File: src/rtl/store_buffer_if.sv
// Bundles the signals between the store buffer, the pipeline and the data memory.
// Handshakes: a store transfers on a cycle where st_valid && st_ready are both high.
// A load is serviced on a cycle where ld_valid && !ld_stall; otherwise the pipeline
// holds ld_valid and its fields stable.
interface store_buffer_if #(parameter int DEPTH = 4);
  localparam int CW = $clog2(DEPTH + 1);

  logic          st_valid;
  logic [31:0]   st_addr;
  logic [31:0]   st_data;
  logic [2:0]    st_size;
  logic          st_ready;

  logic          ld_valid;
  logic [31:0]   ld_addr;
  logic [2:0]    ld_size;
  logic          ld_stall;
  logic [31:0]   ld_data;

  logic [31:0]   mem_access_addr;
  logic [31:0]   mem_wr_val;
  logic          mem_write_en;
  logic          mem_read_en;
  logic [2:0]    mem_data_size;
  logic [31:0]   mem_rd_val;

  logic [CW-1:0] count;
  logic          empty;

  // Pipeline and memory side (drives requests and read data).
  modport master (
    output st_valid, st_addr, st_data, st_size, ld_valid, ld_addr, ld_size, mem_rd_val,
    input  st_ready, ld_stall, ld_data, mem_access_addr, mem_wr_val, mem_write_en,
           mem_read_en, mem_data_size, count, empty
  );

  // Store buffer side.
  modport slave (
    input  st_valid, st_addr, st_data, st_size, ld_valid, ld_addr, ld_size, mem_rd_val,
    output st_ready, ld_stall, ld_data, mem_access_addr, mem_wr_val, mem_write_en,
           mem_read_en, mem_data_size, count, empty
  );
endinterface

File: src/rtl/store_buffer.sv
// Store buffer: queues committed stores in a FIFO and drains them in order to the
// data memory write port. Loads get the memory port combinationally unless an
// older buffered store overlaps their byte range, or the buffer is full.
module store_buffer #(
  parameter int DEPTH = 4
) (
  input  logic         clk,
  input  logic         reset,
  store_buffer_if.slave bus
);
  localparam int PW = $clog2(DEPTH);
  localparam int CW = $clog2(DEPTH + 1);

  // Entry storage; validity is derived from head/count, so it needs no reset.
  logic [31:0]   addr_q [DEPTH];
  logic [31:0]   data_q [DEPTH];
  logic [2:0]    size_q [DEPTH];

  logic [PW-1:0] head_q, head_d;
  logic [PW-1:0] tail_q, tail_d;
  logic [CW-1:0] count_q, count_d;

  logic          full;
  logic          is_empty;
  logic          push;
  logic          pop;
  logic          hazard;
  logic [PW-1:0] off_v [DEPTH];
  logic [DEPTH-1:0] entry_valid;

  logic          drain;
  logic          rd_en;
  logic          wr_en;
  logic [31:0]   acc_addr;
  logic [31:0]   wr_val;
  logic [2:0]    acc_size;
  logic [31:0]   ld_data;
  logic          ld_stall;

  // Access length in bytes; codes other than byte/half are treated as word.
  function automatic logic [32:0] byte_len(input logic [2:0] size);
    case (size[1:0])
      2'b00:   byte_len = 33'd1;
      2'b01:   byte_len = 33'd2;
      default: byte_len = 33'd4;
    endcase
  endfunction

  // Inclusive byte ranges in 33 bits so an access near 0xFFFFFFFF never wraps to 0.
  function automatic logic ranges_overlap(input logic [31:0] a, input logic [2:0] sa,
                                          input logic [31:0] b, input logic [2:0] sb);
    logic [32:0] a_lo, a_hi, b_lo, b_hi;
    a_lo = {1'b0, a};
    a_hi = a_lo + byte_len(sa) - 33'd1;
    b_lo = {1'b0, b};
    b_hi = b_lo + byte_len(sb) - 33'd1;
    ranges_overlap = (a_lo <= b_hi) && (b_lo <= a_hi);
  endfunction

  assign full     = (count_q == CW'(DEPTH));
  assign is_empty = (count_q == '0);
  assign push     = bus.st_valid && !full && !reset;
  assign pop      = drain;

  // Mark entries between head and head+count as live, then check them against the load.
  always_comb begin
    hazard      = 1'b0;
    entry_valid = '0;
    for (int i = 0; i < DEPTH; i++) begin
      off_v[i]       = PW'(i) - head_q;
      entry_valid[i] = (CW'(off_v[i]) < count_q);
      if (entry_valid[i] &&
          ranges_overlap(addr_q[i], size_q[i], bus.ld_addr, bus.ld_size)) begin
        hazard = 1'b1;
      end
    end
    hazard = hazard && bus.ld_valid;
  end

  // Memory port arbitration: full drain, then clean load, then opportunistic drain.
  always_comb begin
    drain    = 1'b0;
    rd_en    = 1'b0;
    wr_en    = 1'b0;
    acc_addr = '0;
    wr_val   = '0;
    acc_size = '0;
    ld_data  = '0;
    ld_stall = 1'b0;
    if (!reset) begin
      if (full) begin
        drain    = 1'b1;
        ld_stall = bus.ld_valid;
      end else if (bus.ld_valid && !hazard) begin
        rd_en    = 1'b1;
        acc_addr = bus.ld_addr;
        acc_size = bus.ld_size;
        ld_data  = bus.mem_rd_val;
      end else if (!is_empty) begin
        drain    = 1'b1;
        ld_stall = bus.ld_valid;
      end
      if (drain) begin
        wr_en    = 1'b1;
        acc_addr = addr_q[head_q];
        wr_val   = data_q[head_q];
        acc_size = size_q[head_q];
      end
    end
  end

  // Next pointer and occupancy values.
  always_comb begin
    head_d  = head_q;
    tail_d  = tail_q;
    count_d = count_q;
    if (push) tail_d = tail_q + PW'(1);
    if (pop)  head_d = head_q + PW'(1);
    if (push && !pop)      count_d = count_q + CW'(1);
    else if (pop && !push) count_d = count_q - CW'(1);
  end

  // Pointer and count registers; reset discards every queued store.
  always_ff @(posedge clk) begin
    if (reset) begin
      head_q  <= '0;
      tail_q  <= '0;
      count_q <= '0;
    end else begin
      head_q  <= head_d;
      tail_q  <= tail_d;
      count_q <= count_d;
    end
  end

  // Capture an accepted store into the tail slot.
  always_ff @(posedge clk) begin
    if (push) begin
      addr_q[tail_q] <= bus.st_addr;
      data_q[tail_q] <= bus.st_data;
      size_q[tail_q] <= bus.st_size;
    end
  end

  assign bus.st_ready        = !full;
  assign bus.count           = count_q;
  assign bus.empty           = is_empty;
  assign bus.mem_read_en     = rd_en;
  assign bus.mem_write_en    = wr_en;
  assign bus.mem_access_addr = acc_addr;
  assign bus.mem_wr_val      = wr_val;
  assign bus.mem_data_size   = acc_size;
  assign bus.ld_data         = ld_data;
  assign bus.ld_stall        = ld_stall;
endmodule
File: src/flat_wrapper.sv
// flat-port wrapper written by rule: the top's interface ports become plain ports
module store_buffer_flat 
#(
  parameter int DEPTH = 4
)
  (clk, reset, bus_st_valid, bus_st_addr, bus_st_data, bus_st_size, bus_ld_valid, bus_ld_addr, bus_ld_size, bus_mem_rd_val, bus_st_ready, bus_ld_stall, bus_ld_data, bus_mem_access_addr, bus_mem_wr_val, bus_mem_write_en, bus_mem_read_en, bus_mem_data_size, bus_count, bus_empty);
  store_buffer_if #(.DEPTH(DEPTH)) bus_i ();
  input  logic clk;
  input  logic reset;
  input wire logic [$bits(bus_i.st_valid)-1:0] bus_st_valid;
  input wire logic [$bits(bus_i.st_addr)-1:0] bus_st_addr;
  input wire logic [$bits(bus_i.st_data)-1:0] bus_st_data;
  input wire logic [$bits(bus_i.st_size)-1:0] bus_st_size;
  input wire logic [$bits(bus_i.ld_valid)-1:0] bus_ld_valid;
  input wire logic [$bits(bus_i.ld_addr)-1:0] bus_ld_addr;
  input wire logic [$bits(bus_i.ld_size)-1:0] bus_ld_size;
  input wire logic [$bits(bus_i.mem_rd_val)-1:0] bus_mem_rd_val;
  output wire logic [$bits(bus_i.st_ready)-1:0] bus_st_ready;
  output wire logic [$bits(bus_i.ld_stall)-1:0] bus_ld_stall;
  output wire logic [$bits(bus_i.ld_data)-1:0] bus_ld_data;
  output wire logic [$bits(bus_i.mem_access_addr)-1:0] bus_mem_access_addr;
  output wire logic [$bits(bus_i.mem_wr_val)-1:0] bus_mem_wr_val;
  output wire logic [$bits(bus_i.mem_write_en)-1:0] bus_mem_write_en;
  output wire logic [$bits(bus_i.mem_read_en)-1:0] bus_mem_read_en;
  output wire logic [$bits(bus_i.mem_data_size)-1:0] bus_mem_data_size;
  output wire logic [$bits(bus_i.count)-1:0] bus_count;
  output wire logic [$bits(bus_i.empty)-1:0] bus_empty;
  assign bus_i.st_valid = bus_st_valid;
  assign bus_i.st_addr = bus_st_addr;
  assign bus_i.st_data = bus_st_data;
  assign bus_i.st_size = bus_st_size;
  assign bus_i.ld_valid = bus_ld_valid;
  assign bus_i.ld_addr = bus_ld_addr;
  assign bus_i.ld_size = bus_ld_size;
  assign bus_i.mem_rd_val = bus_mem_rd_val;
  assign bus_st_ready = bus_i.st_ready;
  assign bus_ld_stall = bus_i.ld_stall;
  assign bus_ld_data = bus_i.ld_data;
  assign bus_mem_access_addr = bus_i.mem_access_addr;
  assign bus_mem_wr_val = bus_i.mem_wr_val;
  assign bus_mem_write_en = bus_i.mem_write_en;
  assign bus_mem_read_en = bus_i.mem_read_en;
  assign bus_mem_data_size = bus_i.mem_data_size;
  assign bus_count = bus_i.count;
  assign bus_empty = bus_i.empty;
  store_buffer #(.DEPTH(DEPTH)) u_core (.clk(clk), .reset(reset), .bus(bus_i));
endmodule
File: config.mk
export PLATFORM = sky130hd
export DESIGN_NAME = store_buffer_flat
export DESIGN_NICKNAME = d
export VERILOG_FILES = /design/src/rtl/store_buffer_if.sv /design/src/rtl/store_buffer.sv /design/src/flat_wrapper.sv
export SDC_FILE = /design/constraint.sdc
export NUM_CORES = 1
export LEC_CHECK = 0
export ABC_AREA = 1
export BUFFER_PORTS_ARGS = -buffer_cell sky130_fd_sc_hd__buf_4
export CORE_AREA = 5 5 222 224
export DETAILED_ROUTE_END_ITERATION = 10
export DIE_AREA = 0 0 227 229
export GPL_TIMING_DRIVEN = 0
export PLACE_DENSITY = 0.74
export SYNTH_ARGS = -nofsm -noshare
export SYNTH_HDL_FRONTEND = slang
export SYNTH_SLANG_ARGS = --single-unit
File: constraint.sdc
create_clock -name clk -period 9.7 [get_ports clk]
set_input_delay 0.485 -clock clk [delete_from_list [all_inputs] [get_ports clk]]
set_output_delay 0.485 -clock clk [all_outputs]
set_load 0.005 [all_outputs]
==> flow_metrics.py <==
metrics = {
    "status": {
        "status": "finished clean",
    },
    "drt": {
        "drtIter0Drc": 2421,
        "ant_nets": 0,
        "firstDrtPassIters": 5,
        "vias": 24300,
        "vias_per_cell": 5.92,
        "drt-total-wl_um": 93400,
        "drt-wirelength-per-cell_um": 22.8,
        "drc": 0,
    },
    "global_route": {
        "grt_util_met3_pct": 6.15,
        "antenna_found_initial": 2,
        "grt_max_degree": 29,
        "grt_overflow_total": 0,
        "use_met2_pct": 56.7,
        "grt-busiest-layer": "met2",
        "grt_pass1_vias": 23400,
        "grt.met1_usage_pct": 45.8,
        "track_usage_pct": 34.5,
        "grt_pass1_wl_um": 137000,
    },
    "worst_setup_path": {
        "rr_worst_depth": 33,
        "crit_path_frequent_cell": "nand2_1",
        "required_ns": 9.22,
        "crit_end": "bus_mem_access_addr[27]",
        "cp.depth": 27,
        "cp_slowest_cell": "o21ai_0",
        "worstSetupStartpointType": "register",
        "critical-path-top-delay-family": "compound AO/OA/AOI/OAI gates",
        "reg2reg_to": "u_core.bus.count[2]$_SDFFE_PP0P_",
        "critPathArrivalTime_ns": 8.61,
        "critical_path.endpoint_type": "output port",
        "path_class": "register to output port",
        "r2r_start": "u_core.size_q[0][1]$_DFFE_PP_",
        "cp_num_buf_inv": 3,
        "max_stage_delay_ns": 0.92,
        "startpoint": "u_core.size_q[0][1]$_DFFE_PP_",
        "cp_max_fo": 10,
        "reg2reg_slack_ns": 1.67,
    },
    "die": {
        "start_util_pct": 54.2,
        "die_h_um": 229,
        "core_um2": 47100,
        "fp-row-count": 80,
        "design.die.area_um2": 52000,
        "die_w_um": 227,
        "num_io_pins": 245,
    },
    "synth": {
        "netlist_area_um2": 25500,
        "syn_inst": 3172,
        "ys_seq_elements": 277,
        "yosysTopAreaCellShare_pct": 31.5,
        "synth_nets": 3751,
        "yosys_warnings": 0,
        "synth_top_area_cell": "edfxtp_1",
        "yosysSeqAreaShare_pct": 32.2,
        "ys_types": 48,
        "netlist_top_cells_area": "edfxtp_1, ha_1, nand2_1",
        "avgSynthCellArea_um2": 8.05,
    },
    "clock_tree": {
        "clock_sinks": 277,
        "root_buffer": "clkbuf_16",
        "hold_buffers": 0,
        "clk_pin_slew_ns": 0.06,
        "post_cts_buffers": 0,
        "cts_resized": 0,
        "clk_path_buf_depth": 3,
        "cts_buffers": 29,
        "cts_tree": "yes",
        "htree_levels": 1,
        "clkLatencyLatePin_ns": 0.60,
    },
    "final_layout": {
        "num-fill-cells": 4162,
        "drive_gt1_share_pct": 10.1,
        "syn_to_final_growth_pct": 14.8,
        "nNetsFinal": 4037,
    },
    "placement": {
        "io_buffers": 244,
        "gp_congestion": 1.04,
        "dp.final_hpwl_um": 76300,
    },
    "sta": {
        "min_period_over_period_pct": 93.8,
        "setup_viol": 0,
        "hold_viol": 0,
        "rsz0062_at_grt": "false",
        "skew_ns": 0.0395,
        "worst_slew_pin_slew_ns": 1.37,
        "setup_tns_ns": 0,
        "period_needed_ns": 9.10,
        "final-max-slew-violation-count": 0,
        "relSlewSlack_pct": 7.18,
        "fmax_ghz": 0.110,
    },
    "power": {
        "power_density_nw_per_um2": 183,
        "p_leak_uw": 0.0140,
        "power_switching_uw": 2360,
        "internal_power_uw": 3010,
        "p_clk_share_pct": 20.3,
        "sequentialPowerShare_pct": 27.1,
        "switching_share_pct": 44.0,
        "ir_drop_mv": 0.212,
        "p_comb_share_pct": 52.6,
        "power_uw": 5370,
    },
    "run": {
        "max_cap_violations": 0,
    },
    "hold_path": {
        "hold-path-cell-count": 2,
        "hp-class": "primary input to register",
    },
}
[power by group through the flow]
stage                     Combinational (uW)  Sequential (uW)  Clock (uW)
final                                   2820             1460        1090
after global placement                  2680             1490           0
after floorplan                         1620             1460           0
after global routing                    3080             1460        1160
after detailed placement                2760             1480           0
after CTS                               2780             1450        1100
[area by class of cell]
class,instances,area (um^2),area share [%]
well taps,615,769,2.62
repair buffers,255,2070,7.07
multi-input cells,2402,15400,52.7
diodes,1,2.50,0.00853
flip-flops and latches,277,8230,28.1
plain buffers,64,284,0.969
inverters,429,1610,5.49
clock buffers,43,818,2.79
clock inverters,10,95.1,0.324
[state kept, by name, summed over array words and instances, names as in the netlist, named ones only]
signal / flops
u_core.size_q: 12
u_core.tail_q: 2
u_core.data_q: 128
u_core.head_q: 2
u_core.addr_q: 128
u_core.bus.count: 3
[metal layers]
metal / part of all wire [%] / routed length, um
met1: 41 / 37900
met2: 46 / 42800
met3: 9.5 / 8880
met4: 4.2 / 3910
met5: 0.014 / 13
[how the worst min path moves through the flow]
stage	startpoint	end	slack, ns
2_1_floorplan	u_core.tail_q[1]$_SDFFE_PP0P_	u_core.tail_q[1]$_SDFFE_PP0P_	0.50
3_3_place_gp	u_core.tail_q[1]$_SDFFE_PP0P_	u_core.tail_q[1]$_SDFFE_PP0P_	0.51
3_5_place_dp	u_core.tail_q[1]$_SDFFE_PP0P_	u_core.tail_q[1]$_SDFFE_PP0P_	0.54
4_1_cts	reset	u_core.bus.count[0]$_SDFFE_PP0P_	0.05
5_1_grt	bus_st_data[24]	u_core.data_q[1][24]$_DFFE_PP_	0.06
6_report	reset	u_core.bus.count[0]$_SDFFE_PP0P_	0.07
[cells in the mapped netlist, drive strengths merged]
| library cell | n |
|---|---|
| inv | 428 |
| nand2 | 638 |
| ha | 435 |
| o22ai | 1 |
| nand4 | 24 |
| o311ai | 6 |
| nor3 | 23 |
| nand3b | 3 |
| and3 | 2 |
| a21oi | 370 |
| o311a | 2 |
| buf | 15 |
| o211a | 1 |
| nor4 | 14 |
| o211ai | 3 |
| a31oi | 18 |
| o21ai | 202 |
| a21boi | 12 |
| nor2 | 242 |
| clkbuf | 49 |
| o21bai | 13 |
| o221a | 1 |
| o2111ai | 1 |
| a21o | 20 |
| or2 | 8 |
| nand3 | 151 |
| fa | 6 |
| nor4b | 4 |
| a211oi | 11 |
| a221oi | 1 |
| xor2 | 70 |
| a32o | 32 |
| o21a | 9 |
| a31o | 1 |
| edfxtp | 268 |
| dfxtp | 9 |
| clkinv | 1 |
| nor3b | 1 |
| xnor2 | 77 |
[per-stage QoR]
step                hold slack [ns]  instances  setup WS (ns)  cell area [um^2]  util, %
floorplan                     0.498       3172           4.02             25500        -
global placement              0.514       4031           1.28             28100     59.7
detailed placement            0.542       4042           1.27             28400     60.3
CTS                          0.0487       4095          0.605             29300     62.2
global route                 0.0614       4095          0.453             29300     62.2
finish                       0.0682       4096          0.600             29300     62.2
[placed cells by master (no fill, tap or decap), types with 6 or more instances in the layout]
cell type,Yosys,layout
clkbuf_16,0,29
a21oi_1,369,369
a21boi_0,12,12
buf_4,0,244
fa_1,6,6
nor2_2,21,21
clkbuf_1,49,59
nor3_1,22,22
inv_1,427,427
a21o_1,20,20
xnor2_1,77,77
a32o_1,32,32
o21bai_1,13,13
ha_1,435,435
nor2_1,221,217
xor2_1,70,70
dfxtp_1,9,9
a211oi_1,11,11
o21ai_0,194,194
nand4_1,24,24
o311ai_0,6,6
edfxtp_1,268,268
o21a_1,9,9
a31oi_1,18,18
nor4_1,14,14
nand2_1,634,634
buf_12,0,8
nand3_1,151,151
or2_2,8,8
[cells by family after synthesis]
kind of cell | count (synthesis) | share of synthesized area [%]
AOI/OAI and AO/OA | 704 | 15.5
xor gates and xnor gates | 147 | 5.04
adders and majority gates | 441 | 21.8
buffers and inverters | 493 | 7.42
DFF | 277 | 32.2
and+or+nand+nor | 1110 | 18.1
No activity file was read; power rests on OpenSTA's default activity.
